--- src/rtl/bitmap_rect_writer_if.sv ---
// Command handshake plus bitmap write port of the rectangle writer.
// master = command issuer / bitmap side, slave = drawing engine.
interface bitmap_rect_writer_if;
   logic       cmd_valid;
   logic       cmd_ready;
   logic [8:0] cmd_x;
   logic [7:0] cmd_y;
   logic [8:0] cmd_w;
   logic [7:0] cmd_h;
   logic [2:0] cmd_color;
   logic [8:0] x;
   logic [7:0] y;
   logic [2:0] color;
   logic       wr_en;
   logic       busy;
   logic       done;

   modport master (
      output cmd_valid, cmd_x, cmd_y, cmd_w, cmd_h, cmd_color,
      input  cmd_ready, x, y, color, wr_en, busy, done
   );

   modport slave (
      input  cmd_valid, cmd_x, cmd_y, cmd_w, cmd_h, cmd_color,
      output cmd_ready, x, y, color, wr_en, busy, done
   );
endinterface

--- src/rtl/bitmap_rect_writer.sv ---
// Fills clipped solid rectangles into the frame bitmap, one pixel per clock, row-major.
// First write the cycle after accept (or after the vsync fall); commands offered while busy are dropped.
module bitmap_rect_writer #(
   parameter int SCREEN_W       = 320,
   parameter int SCREEN_H       = 240,
   parameter int SYNC_TO_VBLANK = 0
) (
   input  logic                 clk_vga,
   input  logic                 reset,
   input  logic                 vga_vsync,
   bitmap_rect_writer_if.slave  bus
);

   typedef enum logic [1:0] {IDLE, WAIT_VB, DRAW} state_t;

   localparam logic [9:0] W10 = 10'(SCREEN_W);
   localparam logic [8:0] H9  = 9'(SCREEN_H);

   state_t     state_q, state_d;
   logic [8:0] x_q, x_d, xs_q, xs_d;
   logic [7:0] y_q, y_d, ys_q, ys_d;
   logic [2:0] color_q, color_d, col_q, col_d;
   logic [9:0] xe_q, xe_d;
   logic [8:0] ye_q, ye_d;
   logic       done_q, done_d;
   logic       vs_q, vs_prev_q;

   logic       accept, empty, vs_fall, last_col, last_row;
   logic [9:0] x_sum, x_clip;
   logic [8:0] y_sum, y_clip;

   always_comb begin
      accept   = bus.cmd_valid && (state_q == IDLE);
      x_sum    = {1'b0, bus.cmd_x} + {1'b0, bus.cmd_w};
      y_sum    = {1'b0, bus.cmd_y} + {1'b0, bus.cmd_h};
      x_clip   = (x_sum > W10) ? W10 : x_sum;
      y_clip   = (y_sum > H9) ? H9 : y_sum;
      empty    = (bus.cmd_w == 9'd0) || (bus.cmd_h == 8'd0) ||
                 ({1'b0, bus.cmd_x} >= W10) || ({1'b0, bus.cmd_y} >= H9);
      // Only a genuine high-to-low transition counts, so a vsync already low at accept is ignored.
      vs_fall  = vs_prev_q && !vs_q;
      last_col = ({1'b0, x_q} == (xe_q - 10'd1));
      last_row = ({1'b0, y_q} == (ye_q - 9'd1));
   end

   // State register
   always_ff @(posedge clk_vga) begin
      if (reset) begin
         state_q   <= IDLE;
         x_q       <= '0;
         y_q       <= '0;
         color_q   <= '0;
         xs_q      <= '0;
         ys_q      <= '0;
         col_q     <= '0;
         xe_q      <= '0;
         ye_q      <= '0;
         done_q    <= 1'b0;
         vs_q      <= 1'b0;
         vs_prev_q <= 1'b0;
      end else begin
         state_q   <= state_d;
         x_q       <= x_d;
         y_q       <= y_d;
         color_q   <= color_d;
         xs_q      <= xs_d;
         ys_q      <= ys_d;
         col_q     <= col_d;
         xe_q      <= xe_d;
         ye_q      <= ye_d;
         done_q    <= done_d;
         vs_q      <= vga_vsync;
         vs_prev_q <= vs_q;
      end
   end

   // Next-state logic
   always_comb begin
      state_d = state_q;
      case (state_q)
         IDLE: begin
            if (accept && !empty)
               state_d = (SYNC_TO_VBLANK != 0) ? WAIT_VB : DRAW;
         end
         WAIT_VB: begin
            if (vs_fall)
               state_d = DRAW;
         end
         DRAW: begin
            if (last_col && last_row)
               state_d = IDLE;
         end
         default: state_d = IDLE;
      endcase
   end

   // Command latch and pixel walk
   always_comb begin
      xs_d    = xs_q;
      ys_d    = ys_q;
      col_d   = col_q;
      xe_d    = xe_q;
      ye_d    = ye_q;
      x_d     = x_q;
      y_d     = y_q;
      color_d = color_q;
      done_d  = (accept && empty) || ((state_q == DRAW) && last_col && last_row);

      if (accept) begin
         xs_d  = bus.cmd_x;
         ys_d  = bus.cmd_y;
         col_d = bus.cmd_color;
         xe_d  = x_clip;
         ye_d  = y_clip;
      end

      // Write-port registers only move when drawing starts or advances, so they hold while idle.
      if ((state_q == IDLE) && (state_d == DRAW)) begin
         x_d     = bus.cmd_x;
         y_d     = bus.cmd_y;
         color_d = bus.cmd_color;
      end else if ((state_q == WAIT_VB) && (state_d == DRAW)) begin
         x_d     = xs_q;
         y_d     = ys_q;
         color_d = col_q;
      end else if ((state_q == DRAW) && (state_d == DRAW)) begin
         if (last_col) begin
            x_d = xs_q;
            y_d = y_q + 8'd1;
         end else begin
            x_d = x_q + 9'd1;
         end
      end
   end

   // Outputs
   always_comb begin
      bus.cmd_ready = (state_q == IDLE);
      bus.wr_en     = (state_q == DRAW);
      bus.busy      = (state_q != IDLE);
      bus.x         = x_q;
      bus.y         = y_q;
      bus.color     = color_q;
      bus.done      = done_q;
   end

endmodule
--- src/flat_wrapper.sv ---
// flat-port wrapper written by rule: the top's interface ports become plain ports
module bitmap_rect_writer_flat 
#(
   parameter int SCREEN_W       = 320,
   parameter int SCREEN_H       = 240,
   parameter int SYNC_TO_VBLANK = 0
)
  (clk_vga, reset, vga_vsync, bus_cmd_valid, bus_cmd_x, bus_cmd_y, bus_cmd_w, bus_cmd_h, bus_cmd_color, bus_cmd_ready, bus_x, bus_y, bus_color, bus_wr_en, bus_busy, bus_done);
  bitmap_rect_writer_if bus_i ();
  input  logic clk_vga;
  input  logic reset;
  input  logic vga_vsync;
  input wire logic [$bits(bus_i.cmd_valid)-1:0] bus_cmd_valid;
  input wire logic [$bits(bus_i.cmd_x)-1:0] bus_cmd_x;
  input wire logic [$bits(bus_i.cmd_y)-1:0] bus_cmd_y;
  input wire logic [$bits(bus_i.cmd_w)-1:0] bus_cmd_w;
  input wire logic [$bits(bus_i.cmd_h)-1:0] bus_cmd_h;
  input wire logic [$bits(bus_i.cmd_color)-1:0] bus_cmd_color;
  output wire logic [$bits(bus_i.cmd_ready)-1:0] bus_cmd_ready;
  output wire logic [$bits(bus_i.x)-1:0] bus_x;
  output wire logic [$bits(bus_i.y)-1:0] bus_y;
  output wire logic [$bits(bus_i.color)-1:0] bus_color;
  output wire logic [$bits(bus_i.wr_en)-1:0] bus_wr_en;
  output wire logic [$bits(bus_i.busy)-1:0] bus_busy;
  output wire logic [$bits(bus_i.done)-1:0] bus_done;
  assign bus_i.cmd_valid = bus_cmd_valid;
  assign bus_i.cmd_x = bus_cmd_x;
  assign bus_i.cmd_y = bus_cmd_y;
  assign bus_i.cmd_w = bus_cmd_w;
  assign bus_i.cmd_h = bus_cmd_h;
  assign bus_i.cmd_color = bus_cmd_color;
  assign bus_cmd_ready = bus_i.cmd_ready;
  assign bus_x = bus_i.x;
  assign bus_y = bus_i.y;
  assign bus_color = bus_i.color;
  assign bus_wr_en = bus_i.wr_en;
  assign bus_busy = bus_i.busy;
  assign bus_done = bus_i.done;
  bitmap_rect_writer #(.SCREEN_W(SCREEN_W), .SCREEN_H(SCREEN_H), .SYNC_TO_VBLANK(SYNC_TO_VBLANK)) u_core (.clk_vga(clk_vga), .reset(reset), .vga_vsync(vga_vsync), .bus(bus_i));
endmodule
--- config.mk ---
export PLATFORM = sky130hd
export DESIGN_NAME = bitmap_rect_writer_flat
export DESIGN_NICKNAME = d
export VERILOG_FILES = /design/src/rtl/bitmap_rect_writer_if.sv /design/src/rtl/bitmap_rect_writer.sv /design/src/flat_wrapper.sv
export SDC_FILE = /design/constraint.sdc
export NUM_CORES = 1
export LEC_CHECK = 0
export BUFFER_PORTS_ARGS = -buffer_cell sky130_fd_sc_hd__clkbuf_2
export CAP_MARGIN = 20
export CORE_ASPECT_RATIO = 0.8
export CORE_MARGIN = 3
export CORE_UTILIZATION = 42
export CTS_CLUSTER_DIAMETER = 150
export DETAILED_ROUTE_END_ITERATION = 10
export MAX_ROUTING_LAYER = met4
export PLACE_DENSITY = 0.59
export SETUP_SLACK_MARGIN = 0.2
export SYNTH_ARGS = -nofsm -noshare
export SYNTH_HDL_FRONTEND = slang
export SYNTH_SLANG_ARGS = --single-unit
--- constraint.sdc ---
create_clock -name clk_vga -period 4.1 [get_ports clk_vga]
set_input_delay 0.205 -clock clk_vga [delete_from_list [all_inputs] [get_ports clk_vga]]
set_output_delay 0.205 -clock clk_vga [all_outputs]
set_load 0.005 [all_outputs]
==> out/results.txt <==
Hold buffer count at cts = 0
CTS tree = built
Synthesis-stage register bit count = 64
Vias in the first global route = 4,267
Status = completed
Post_cts resized = 0
DP Wirelength = 10,700 um
Worst ir drop on vdd = 0.255 mV
Final Skew = 0.00664 ns
Final period util = 0.751
F_max = 325 MHz
CP max FO = 15
Io pins = 65
WL final = 14,200 um
H-Tree Depth = 3
Pleak = 2.08 nW
Grt ovf = 0
Port-buffer cells = 64
Mapped Area = 4540 um2
Asr flop ratio synth = 0
Post-Synth XOR/XNOR Area = 0.0734
Hold crit path type = in -> reg
# DRC = 0
Yosys Warn Count = 0
Clk sinks = 64
Pwr dens = 372 nW/um2
Placed cell count = 764
Cells after Synth = 586
Sequential share of the synthesized area = 0.282
DIE WIDTH = 122 um
Crit-path leading delay family = compound AO/OA/AOI/OAI gates
Layout fillers = 1,030
Gpl congestion = 0.969
Core Rows = 33
CP startpoint kind = flop
Worst path slowest cell = o41ai_4
Biggest cell delay along the critical path = 0.77 ns
Area growth, synth to finish = 15.3%
CP endpoint kind = flop
Post-layout util = 0.503
Core Area = 10,400 um2
Die area = 12,100 um2
Initial antenna violation count = 0
EDFF count, synth = 0
Number of CTS-inserted buffers = 9
Post-Layout Cell Count = 779
Largest family of logic cells by synthesized area = compound AO/OA/AOI/OAI gates
Syn_area_per_cell = 7.74 um2
Synth area leaders = dfxtp_1 (28%), nand2_1 (7.3%), ha_1 (5.8%)
Worst-Skew Late Latency = 0.34 ns
Cell taking the most area after synthesis = dfxtp_1
RSZ-0062 raised after global routing = no
Pins Over Slew Limit = 0
Count of cell types in the netlist = 64
Post-synthesis simple-gate area fraction = 0.237
Top_reg_cell synth = dfxtp_1
CP Data Required Time = 4.34 ns
Post-synth top area share = 0.282
Fin Setup TNS = 0 ns
Post-synthesis mux area share = 0.00221
Largest net degree at the start of global routing = 30
Max clock buf depth = 2
NumNets Final = 699
Chip height = 98.9 um
Diode count = 0
Layout cells sized above 1 = 0.164
Critical path type = reg -> reg
Synth Net Count = 650
Vias = 4,633
MaxCap Viol Count = 0
Clk pin slew, worst setup/hold paths = 0.05 ns
First drt pass iteration count = 5
Complex-gate fraction of the synthesized area = 0.287
DR iter-0 viols = 402
Global-route wire length before repair = 23,000 um
Setup repair bufs after CTS = 0
Hold Vio Cnt, Final = 0
Vias per cell = 5.95
Antenna Nets Post-Route = 0
Critical-path cell list = inv_1 > ha_1 > nor3b_2 > xnor2_1 > nand4_1 > a32o_1 > o41ai_4 > nand2_4 > a311oi_1
CTS root buf = clkbuf_16
GRT Total Usage = 0.249
Relative slew slack = 0.377
Bufs and invs on worst path = 1
DR WL/cell = 18.3 um
Adder-Cell Fraction of Synth Area = 0.0668
Final setup violation count = 0
Critical path data arrival time = 3.32 ns
Tightest Pin Transition = 0.931 ns
Crit path time final = 3.08 ns
Starting Density = 0.436
==> cell families after synthesis <==
family                     count (synthesis)
AOI/OAI and AO/OA                        179
xor gates and xnor gates                  38
adders and majority gates                 23
buffers and inverters                     62
DFF                                       64
muxes                                      1
and+or+nand+nor                          219
==> metal layers <==
layer	track usage	wire, um	up-vias
li1	-	-	2281
met1	0.394	7540	2168
met2	0.313	5460	166
met3	0.0511	999	18
met4	0.0594	219	0
met5	-	0	-
==> power by group <==
group          switching, W  internal [W]  leakage, nW  total [W]
logic              0.000317      0.000217         1.43   0.000533
clock network      0.000277      0.000402        0.125   0.000679
registers         0.0000675      0.000668        0.525   0.000735
total              0.000661       0.00129         2.08    0.00195
==> worst register-to-register path, cell delays in order (launching register included) <==
cell and delay [ns]:
dfxtp_1 0.36, inv_1 0.08, ha_1 0.23, nor3b_2 0.35, xnor2_1 0.17, nand4_1 0.11, a32o_1 0.48, o41ai_4 0.77
nand2_4 0.17, a311oi_1 0.25
==> cell type report <==
class / instances / area, um2 / area share
flip-flops and latches: 64 / 1280 / 0.245
well taps: 140 / 175 / 0.0335
clock inverters: 4 / 22.5 / 0.00431
clock buffers: 11 / 233 / 0.0445
multi-input cells: 460 / 3030 / 0.579
repair buffers: 73 / 388 / 0.0742
inverters: 27 / 101 / 0.0194
==> cell usage after synthesis (all sizes together) (5+ instances only) <==
library cell  count
a211oi            7
a21oi            45
or4               5
nor2             31
nor3             25
nor2b            10
xnor2            20
ha               21
a32oi             5
o2111ai          12
and3              7
nand2            89
clkbuf           30
inv              27
o21ai            21
o211ai           25
xor2             18
nand3            12
dfxtp            64
a211o             6
a41oi             5
a311oi           11
a21o              7
buf               5
nor4             10
nand4             7
==> per-stage QoR <==
stage	instance area [um2]	setup WS (ns)	power, W	hold slack, ns
floorplan	4540	1.44	0.00110	0.333
detailed placement	4970	1.07	0.00127	0.434
CTS	5230	1.04	0.00194	0.0966
finish	5230	1.02	0.00195	0.0953
global placement	4970	1.17	0.00126	0.425
global route	5230	0.607	0.00205	0.119
==> cells in the final DEF, fill, tap and decap left out, drive strengths merged, types with 9 or more instances in the layout <==
cell,netlist,final
nand2,89,89
clkbuf,30,75
dfxtp,64,64
a21oi,45,45
nor2,31,31
inv,27,27
nor3,25,25
o211ai,25,25
ha,21,21
o21ai,21,21
xnor2,20,20
xor2,18,18
o2111ai,12,12
nand3,12,12
a311oi,11,11
nor2b,10,10
nor4,10,10
buf,5,9
==> path summary, 6_finish.rpt <==
path	startpoint	end	slack, ns	cells past startpoint
setup / recovery	u_core.xe_q[0]	u_core.bus.x[7]	1.02	9
hold / removal	vga_vsync	u_core.vs_q	0.1	2
setup reg to reg	u_core.xe_q[0]	u_core.bus.x[7]	1.02	9
hold reg to reg	u_core.ys_q[3]	u_core.ys_q[3]	0.45	2
==> flip-flops by register name (all words and copies together), names as in the netlist <==
signal            count
u_core.bus.done       1
u_core.ys_q           8
u_core.xe_q          10
u_core.bus.color      3
u_core.ye_q           9
u_core.bus.y          8
u_core.xs_q           9
u_core.col_q          3
u_core.state_q        2
u_core.bus.x          9
u_core.vs_q           1
u_core.vs_prev_q      1
No activity file was read; power rests on OpenSTA's default activity.
